===== src/rtl/countdown_ctrl_if.sv =====
// Signal bundle between the countdown sequencer and its digit counters.
// master drives commands, presets and counter readback; slave is the sequencer.
interface countdown_ctrl_if;
  logic       start;
  logic       pause;
  logic [3:0] preset_m;
  logic [3:0] preset_st;
  logic [3:0] preset_so;
  logic [3:0] q_m;
  logic [3:0] q_st;
  logic [3:0] q_so;
  logic [2:0] ld_n;
  logic [3:0] d_m;
  logic [3:0] d_st;
  logic [3:0] d_so;
  logic [2:0] ctp;
  logic [2:0] ctt;
  logic       tick;
  logic [2:0] state;
  logic       timeout;

  modport master (
    output start, pause,
    output preset_m, preset_st, preset_so,
    output q_m, q_st, q_so,
    input  ld_n, d_m, d_st, d_so,
    input  ctp, ctt, tick, state, timeout
  );

  modport slave (
    input  start, pause,
    input  preset_m, preset_st, preset_so,
    input  q_m, q_st, q_so,
    output ld_n, d_m, d_st, d_so,
    output ctp, ctt, tick, state, timeout
  );
endinterface


===== src/rtl/countdown_ctrl.sv =====
// Three-digit (M:ST:SO) countdown sequencer driving external BCD counters.
// Define COUNTDOWN_AUTO_RELOAD_EN to reload presets on timeout instead of halting.
module countdown_ctrl #(
  parameter int TICK_DIV = 50000000,
  parameter int DIV_W    = 26
) (
  input  logic CP,
  input  logic CR,
  countdown_ctrl_if.slave bus
);

  typedef enum logic [2:0] {
    IDLE  = 3'd0,
    LOAD  = 3'd1,
    RUN   = 3'd2,
    PAUSE = 3'd3,
    DONE  = 3'd4
  } state_t;

  localparam logic [DIV_W-1:0] DIV_LAST = DIV_W'(TICK_DIV - 1);

  state_t           st;
  logic [DIV_W-1:0] presc;
  logic             tick_q;
  logic             tout_q;

  logic [3:0] sat_m;
  logic [3:0] sat_st;
  logic [3:0] sat_so;
  logic       preset_zero;
  logic       q_zero;

  assign sat_m  = (bus.preset_m  > 4'd9) ? 4'd9 : bus.preset_m;
  assign sat_st = (bus.preset_st > 4'd5) ? 4'd5 : bus.preset_st;
  assign sat_so = (bus.preset_so > 4'd9) ? 4'd9 : bus.preset_so;

  assign preset_zero = (sat_m == 4'd0) && (sat_st == 4'd0)
                    && (sat_so == 4'd0);
  assign q_zero = (bus.q_m == 4'd0) && (bus.q_st == 4'd0)
               && (bus.q_so == 4'd0);

  assign bus.state   = st;
  assign bus.tick    = tick_q;
  assign bus.timeout = tout_q;

  // FSM, prescaler and registered strobes; CR > start > pause > events
  always_ff @(posedge CP) begin
    if (CR) begin
      st     <= IDLE;
      presc  <= '0;
      tick_q <= 1'b0;
      tout_q <= 1'b0;
    end else if (bus.start) begin
      st     <= LOAD;
      presc  <= '0;
      tick_q <= 1'b0;
      tout_q <= 1'b0;
    end else begin
      unique case (st)
        IDLE: begin
          tick_q <= 1'b0;
          tout_q <= 1'b0;
        end
        LOAD: begin
          presc  <= '0;
          tick_q <= 1'b0;
          if (preset_zero) begin
            st     <= DONE;
            tout_q <= 1'b1;
          end else begin
            st     <= RUN;
            tout_q <= 1'b0;
          end
        end
        RUN: begin
          if (bus.pause) begin
            st <= PAUSE;
          end else if (q_zero) begin
            // zero beats tick so no digit ever underflows to 4'hF
            presc  <= '0;
            tick_q <= 1'b0;
            tout_q <= 1'b1;
`ifdef COUNTDOWN_AUTO_RELOAD_EN
            st     <= LOAD;
`else
            st     <= DONE;
`endif
          end else if (presc == DIV_LAST) begin
            presc  <= '0;
            tick_q <= 1'b1;
          end else begin
            presc  <= presc + 1'b1;
            tick_q <= 1'b0;
          end
        end
        PAUSE: begin
          if (bus.pause) st <= RUN;
        end
        DONE: begin
          tout_q <= 1'b1;
        end
        default: begin
          st     <= IDLE;
          presc  <= '0;
          tick_q <= 1'b0;
          tout_q <= 1'b0;
        end
      endcase
    end
  end

  // counter controls: preset load, or borrow chain on a tick cycle
  always_comb begin
    bus.ld_n = 3'b111;
    bus.ctp  = 3'b000;
    bus.ctt  = 3'b000;
    bus.d_m  = 4'd0;
    bus.d_st = 4'd0;
    bus.d_so = 4'd0;
    if (!CR) begin
      if (st == LOAD) begin
        bus.ld_n = 3'b000;
        bus.d_m  = sat_m;
        bus.d_st = sat_st;
        bus.d_so = sat_so;
      end else if (st == RUN && tick_q && !q_zero) begin
        bus.ctp = 3'b111;
        if (bus.q_so != 4'd0) begin
          bus.ctt[0] = 1'b1;
        end else begin
          bus.ld_n[0] = 1'b0;
          bus.d_so    = 4'd9;
          if (bus.q_st != 4'd0) begin
            bus.ctt[1] = 1'b1;
          end else begin
            bus.ld_n[1] = 1'b0;
            bus.d_st    = 4'd5;
            bus.ctt[2]  = 1'b1;
          end
        end
      end
    end
  end

endmodule


===== src/flat_wrapper.sv =====
// flat-port wrapper written by rule: the top's interface ports become plain ports
module countdown_ctrl_flat 
#(
  parameter int TICK_DIV = 50000000,
  parameter int DIV_W    = 26
)
  (CP, CR, bus_start, bus_pause, bus_preset_m, bus_preset_st, bus_preset_so, bus_q_m, bus_q_st, bus_q_so, bus_ld_n, bus_d_m, bus_d_st, bus_d_so, bus_ctp, bus_ctt, bus_tick, bus_state, bus_timeout);
  countdown_ctrl_if bus_i ();
  input  logic CP;
  input  logic CR;
  input wire logic [$bits(bus_i.start)-1:0] bus_start;
  input wire logic [$bits(bus_i.pause)-1:0] bus_pause;
  input wire logic [$bits(bus_i.preset_m)-1:0] bus_preset_m;
  input wire logic [$bits(bus_i.preset_st)-1:0] bus_preset_st;
  input wire logic [$bits(bus_i.preset_so)-1:0] bus_preset_so;
  input wire logic [$bits(bus_i.q_m)-1:0] bus_q_m;
  input wire logic [$bits(bus_i.q_st)-1:0] bus_q_st;
  input wire logic [$bits(bus_i.q_so)-1:0] bus_q_so;
  output wire logic [$bits(bus_i.ld_n)-1:0] bus_ld_n;
  output wire logic [$bits(bus_i.d_m)-1:0] bus_d_m;
  output wire logic [$bits(bus_i.d_st)-1:0] bus_d_st;
  output wire logic [$bits(bus_i.d_so)-1:0] bus_d_so;
  output wire logic [$bits(bus_i.ctp)-1:0] bus_ctp;
  output wire logic [$bits(bus_i.ctt)-1:0] bus_ctt;
  output wire logic [$bits(bus_i.tick)-1:0] bus_tick;
  output wire logic [$bits(bus_i.state)-1:0] bus_state;
  output wire logic [$bits(bus_i.timeout)-1:0] bus_timeout;
  assign bus_i.start = bus_start;
  assign bus_i.pause = bus_pause;
  assign bus_i.preset_m = bus_preset_m;
  assign bus_i.preset_st = bus_preset_st;
  assign bus_i.preset_so = bus_preset_so;
  assign bus_i.q_m = bus_q_m;
  assign bus_i.q_st = bus_q_st;
  assign bus_i.q_so = bus_q_so;
  assign bus_ld_n = bus_i.ld_n;
  assign bus_d_m = bus_i.d_m;
  assign bus_d_st = bus_i.d_st;
  assign bus_d_so = bus_i.d_so;
  assign bus_ctp = bus_i.ctp;
  assign bus_ctt = bus_i.ctt;
  assign bus_tick = bus_i.tick;
  assign bus_state = bus_i.state;
  assign bus_timeout = bus_i.timeout;
  countdown_ctrl #(.TICK_DIV(TICK_DIV), .DIV_W(DIV_W)) u_core (.CP(CP), .CR(CR), .bus(bus_i));
endmodule

===== config.mk =====
export PLATFORM = sky130hd
export DESIGN_NAME = countdown_ctrl_flat
export DESIGN_NICKNAME = d
export VERILOG_FILES = /design/src/rtl/countdown_ctrl_if.sv /design/src/rtl/countdown_ctrl.sv /design/src/flat_wrapper.sv
export SDC_FILE = /design/constraint.sdc
export NUM_CORES = 1
export LEC_CHECK = 0
export ABC_AREA = 1
export CAP_MARGIN = 10
export CORE_AREA = 2 2 77 79
export DETAILED_ROUTE_END_ITERATION = 8
export DIE_AREA = 0 0 79 81
export GPL_ROUTABILITY_DRIVEN = 0
export PLACE_DENSITY = 0.74
export SETUP_SLACK_MARGIN = 0.1
export SYNTH_ARGS = -nofsm -noshare
export SYNTH_HDL_FRONTEND = slang
export SYNTH_SLANG_ARGS = --single-unit

===== constraint.sdc =====
create_clock -name CP -period 2.55 [get_ports CP]
set_input_delay 0.765 -clock CP [delete_from_list [all_inputs] [get_ports CP]]
set_output_delay 0.765 -clock CP [all_outputs]
set_load 0.05 [all_outputs]

==> impl_metrics.sql <==
INSERT INTO impl_metrics (metric_group, metric, value, unit) VALUES
('setup_path', 'critPathRequiredTime', '1.79', 'ns'),
('setup_path', 'worstRegToRegCells', '9', ''),
('global_route', 'grt_use_met2', '0.401', ''),
('power', 'internal-power', '843', 'uW'),
('sta', 'report.final.setup_viol', '1', ''),
('setup_path', 'setup.worst_path.end_class', 'output port', ''),
('logic_synthesis', 'yosysWarningCount', '0', ''),
('global_route', 'grt.met1_usage', '0.240', ''),
('placed_design', 'port_buffers', '52', ''),
('status', 'result_of_the_run', 'finished with violations', ''),
('logic_synthesis', 'post_synth_num_cell_types', '38', ''),
('setup_path', 'crit_start', 'bus_q_st[1]', ''),
('logic_synthesis', 'mappedNetlistArea', '2150', 'um2'),
('global_route', 'antenna_found_initial', '0', ''),
('sta', 'worstMarginPinSlew', '0.535', 'ns'),
('sta', 'fin_ws', '-0.00290', 'ns'),
('global_route', 'grt_pass1_vias', '2491', ''),
('power', 'share_seq_of_total_power', '0.426', ''),
('sta', 'relSlewSlack', '0.642', ''),
('status', 'violations_in_the_final_reports', 'setup timing', ''),
('route', 'remaining_drc_errors', '0', ''),
('power', 'combinationalPowerShare', '0.210', ''),
('clock_network', 'insertion_delay', '0.28', 'ns'),
('logic_synthesis', 'syn_nets', '392', ''),
('sta', 'final_min_period_over_clock_period', '1.00', ''),
('setup_path', 'timing.rr.start', 'u_core.presc[15]$_SDFFE_PP0P_', ''),
('logic_synthesis', 'synthesis.area_per_instance', '5.91', 'um2'),
('layout', 'layout-area-overhead-vs-synth', '65.2', '%'),
('route', 'firstDrtPassIters', '4', ''),
('power', 'ir_drop', '0.409', 'mV'),
('clock_network', 'cts_root_buf', 'sky130_fd_sc_hd__clkbuf_8', ''),
('logic_synthesis', 'synthFlopType', 'sky130_fd_sc_hd__dfxtp_1', ''),
('setup_path', 'critical_path.reg2reg.endpoint', 'u_core.presc[23]$_SDFFE_PP0P_', ''),
('clock_network', 'clkSinkCount', '31', ''),
('floorplan', 'start_util', '0.378', ''),
('floorplan', 'chipHeight', '81', 'um'),
('route', 'detail_route.wirelength', '6.47', 'mm'),
('route', 'viasPerCell', '4.82', ''),
('floorplan', 'count_of_standard_cell_rows', '28', ''),
('power', 'power_switching', '307', 'uW'),
('clock_network', 'cts_hold_buf', '0', ''),
('floorplan', 'boundary_pin_count', '54', ''),
('min_path', 'min_delay_worst_endpoint', 'u_core.bus.timeout$_SDFFE_PP0P_', ''),
('logic_synthesis', 'postSynth.asyncResetShare', '0', ''),
('floorplan', 'core_area', '5680', 'um2'),
('sta', 'max_freq', '392', 'MHz'),
('layout', 'post_route_cells_drive_above_1_share', '0.298', ''),
('flow_run', 'drv.max_cap_violation_count', '0', ''),
('global_route', 'grt_start_max_net_pins', '21', ''),
('route', 'wl_per_cell', '12.3', 'um'),
('layout', 'layout.cells.most_common_list', 'sky130_fd_sc_hd__nand2_1, sky130_fd_sc_hd__nor2_1, sky130_fd_sc_hd__inv_1', ''),
('layout', 'diodes', '0', ''),
('min_path', 'timing.hold.worst.class', 'reg2reg', ''),
('clock_network', 'clockBufferDepth', '2', ''),
('setup_path', 'critPathMaxFanout', '4', ''),
('global_route', 'grt_first_pass_wirelength', '10.9', 'mm'),
('global_route', 'grt-busiest-layer', 'met2', ''),
('layout', 'leading_cell_type_in_the_layout_fill_and_taps_excluded', 'sky130_fd_sc_hd__nand2_1', ''),
('logic_synthesis', 'synth_cells', '363', ''),
('global_route', 'grt_use_total', '0.211', ''),
('setup_path', 'worst-r2r-setup-slack', '0.75', 'ns'),
('clock_network', 'cts_tree', 'yes', ''),
('min_path', 'whs_path_depth', '2', ''),
('placed_design', 'placed_cell_area', '3250', 'um2'),
('setup_path', 'critPathArrivalTime', '1.79', 'ns'),
('sta', 'grt_setup_unrepaired', 'yes', ''),
('power', 'power.static_leakage', '1.51', 'nW'),
('sta', 'finalHoldViolations', '0', ''),
('layout', 'layout.nets', '478', ''),
('clock_network', 'cts_max_level', '2', ''),
('floorplan', 'dieArea', '6400', 'um2');
worst max-delay path, stage by stage:
cell                      delay, ns
sky130_fd_sc_hd__buf_6         0.10
sky130_fd_sc_hd__nor2_4        0.11
sky130_fd_sc_hd__nand2_4       0.06
sky130_fd_sc_hd__nor2_4        0.14
sky130_fd_sc_hd__nand2_2       0.09
sky130_fd_sc_hd__nand3_4       0.10
sky130_fd_sc_hd__buf_6         0.15
sky130_fd_sc_hd__buf_6         0.10
sky130_fd_sc_hd__nor2_4        0.03
sky130_fd_sc_hd__buf_12        0.14
power groups by stage:
stage	Combinational (mW)	Sequential (mW)	Clock (mW)
after floorplan	0.105	0.504	0
after global placement	0.218	0.500	0
after detailed placement	0.222	0.500	0
after CTS	0.233	0.489	0.432
after global routing	0.257	0.489	0.451
final	0.241	0.490	0.420
flip-flops by register name (all words and copies together) (netlist names):
register / flops
u_core.bus.tick: 1
u_core.presc: 26
u_core.bus.timeout: 1
u_core.bus.state: 3
routing by layer:
metal / up-vias / wire [um]
met5: - / 0
met3: 10 / 304
met2: 67 / 3300
met4: 0 / 106
met1: 1150 / 2750
li1: 1301 / -
cells in the mapped netlist (2+ instances only):
cell type	instances	area share
sky130_fd_sc_hd__nand4_1	10	0.029
sky130_fd_sc_hd__dfxtp_1	31	0.29
sky130_fd_sc_hd__nand3_1	24	0.056
sky130_fd_sc_hd__o21ai_0	6	0.014
sky130_fd_sc_hd__nand3b_1	2	0.0070
sky130_fd_sc_hd__buf_6	3	0.016
sky130_fd_sc_hd__nor4_1	2	0.0058
sky130_fd_sc_hd__nor3_1	8	0.019
sky130_fd_sc_hd__inv_2	2	0.0035
sky130_fd_sc_hd__nor2_2	2	0.0058
sky130_fd_sc_hd__nor2_4	2	0.010
sky130_fd_sc_hd__nand2_2	4	0.012
sky130_fd_sc_hd__nor3b_1	2	0.0070
sky130_fd_sc_hd__a21oi_1	2	0.0047
sky130_fd_sc_hd__nor2_1	88	0.15
sky130_fd_sc_hd__xor2_1	6	0.024
sky130_fd_sc_hd__buf_4	3	0.010
sky130_fd_sc_hd__nand2_1	95	0.17
sky130_fd_sc_hd__o21bai_1	3	0.010
sky130_fd_sc_hd__inv_1	50	0.087
cell type report:
type | instances | area, um2 | share of cell area
clock buffers | 8 | 100 | 0.0282
flip-flops and latches | 31 | 623 | 0.176
inverters | 52 | 195 | 0.0550
multi-input cells | 272 | 1540 | 0.435
well taps | 75 | 93.8 | 0.0265
repair buffers | 87 | 990 | 0.279
stage by stage:
step / hold WS (ns) / utilization / power (mW) / instances / setup slack (ns)
after floorplan: 0.496 / - / 0.609 / 363 / -0.0702
after global placement: 0.437 / 0.573 / 0.718 / 504 / -0.367
after detailed placement: 0.445 / 0.573 / 0.722 / 504 / -0.435
after CTS: 0.454 / 0.617 / 1.15 / 525 / 0.0133
after global routing: 0.478 / 0.625 / 1.20 / 525 / -0.0499
final: 0.447 / 0.625 / 1.15 / 525 / -0.00290
worst max-delay path by stage:
stage / end / slack, ns / depth (start not counted)
2_1_floorplan: bus_d_so[0] / -0.07 / 8
3_3_place_gp: bus_d_so[0] / -0.37 / 10
3_5_place_dp: bus_d_so[0] / -0.43 / 10
4_1_cts: bus_ctt[1] / 0.01 / 10
5_1_grt: bus_ctt[1] / -0.05 / 10
6_report: bus_ctt[1] / -0.003 / 10
logic make-up (layout without fill, tap and decap cells):
group                    count (synthesis)  in the layout  synth area share
multiplexers                             1              1           0.00466
AO/OA/AOI/OAI                           18             18            0.0548
AND/OR/NAND/NOR                        244            244             0.494
flip-flops                              31             31             0.289
other                                    1              1           0.00175
adder cells (fa/ha/maj)                  1              1           0.00583
XOR/XNOR                                 7              7            0.0286
buffers and inverters                   60            147             0.121
what timing repair did:
action                     4_1_cts  5_1_grt
gates resized for setup         90       11
setup endpoints to repair       20       17
pin swaps                       23        8
setup buffers                   13        2
Power figures use the tool's default switching activity.
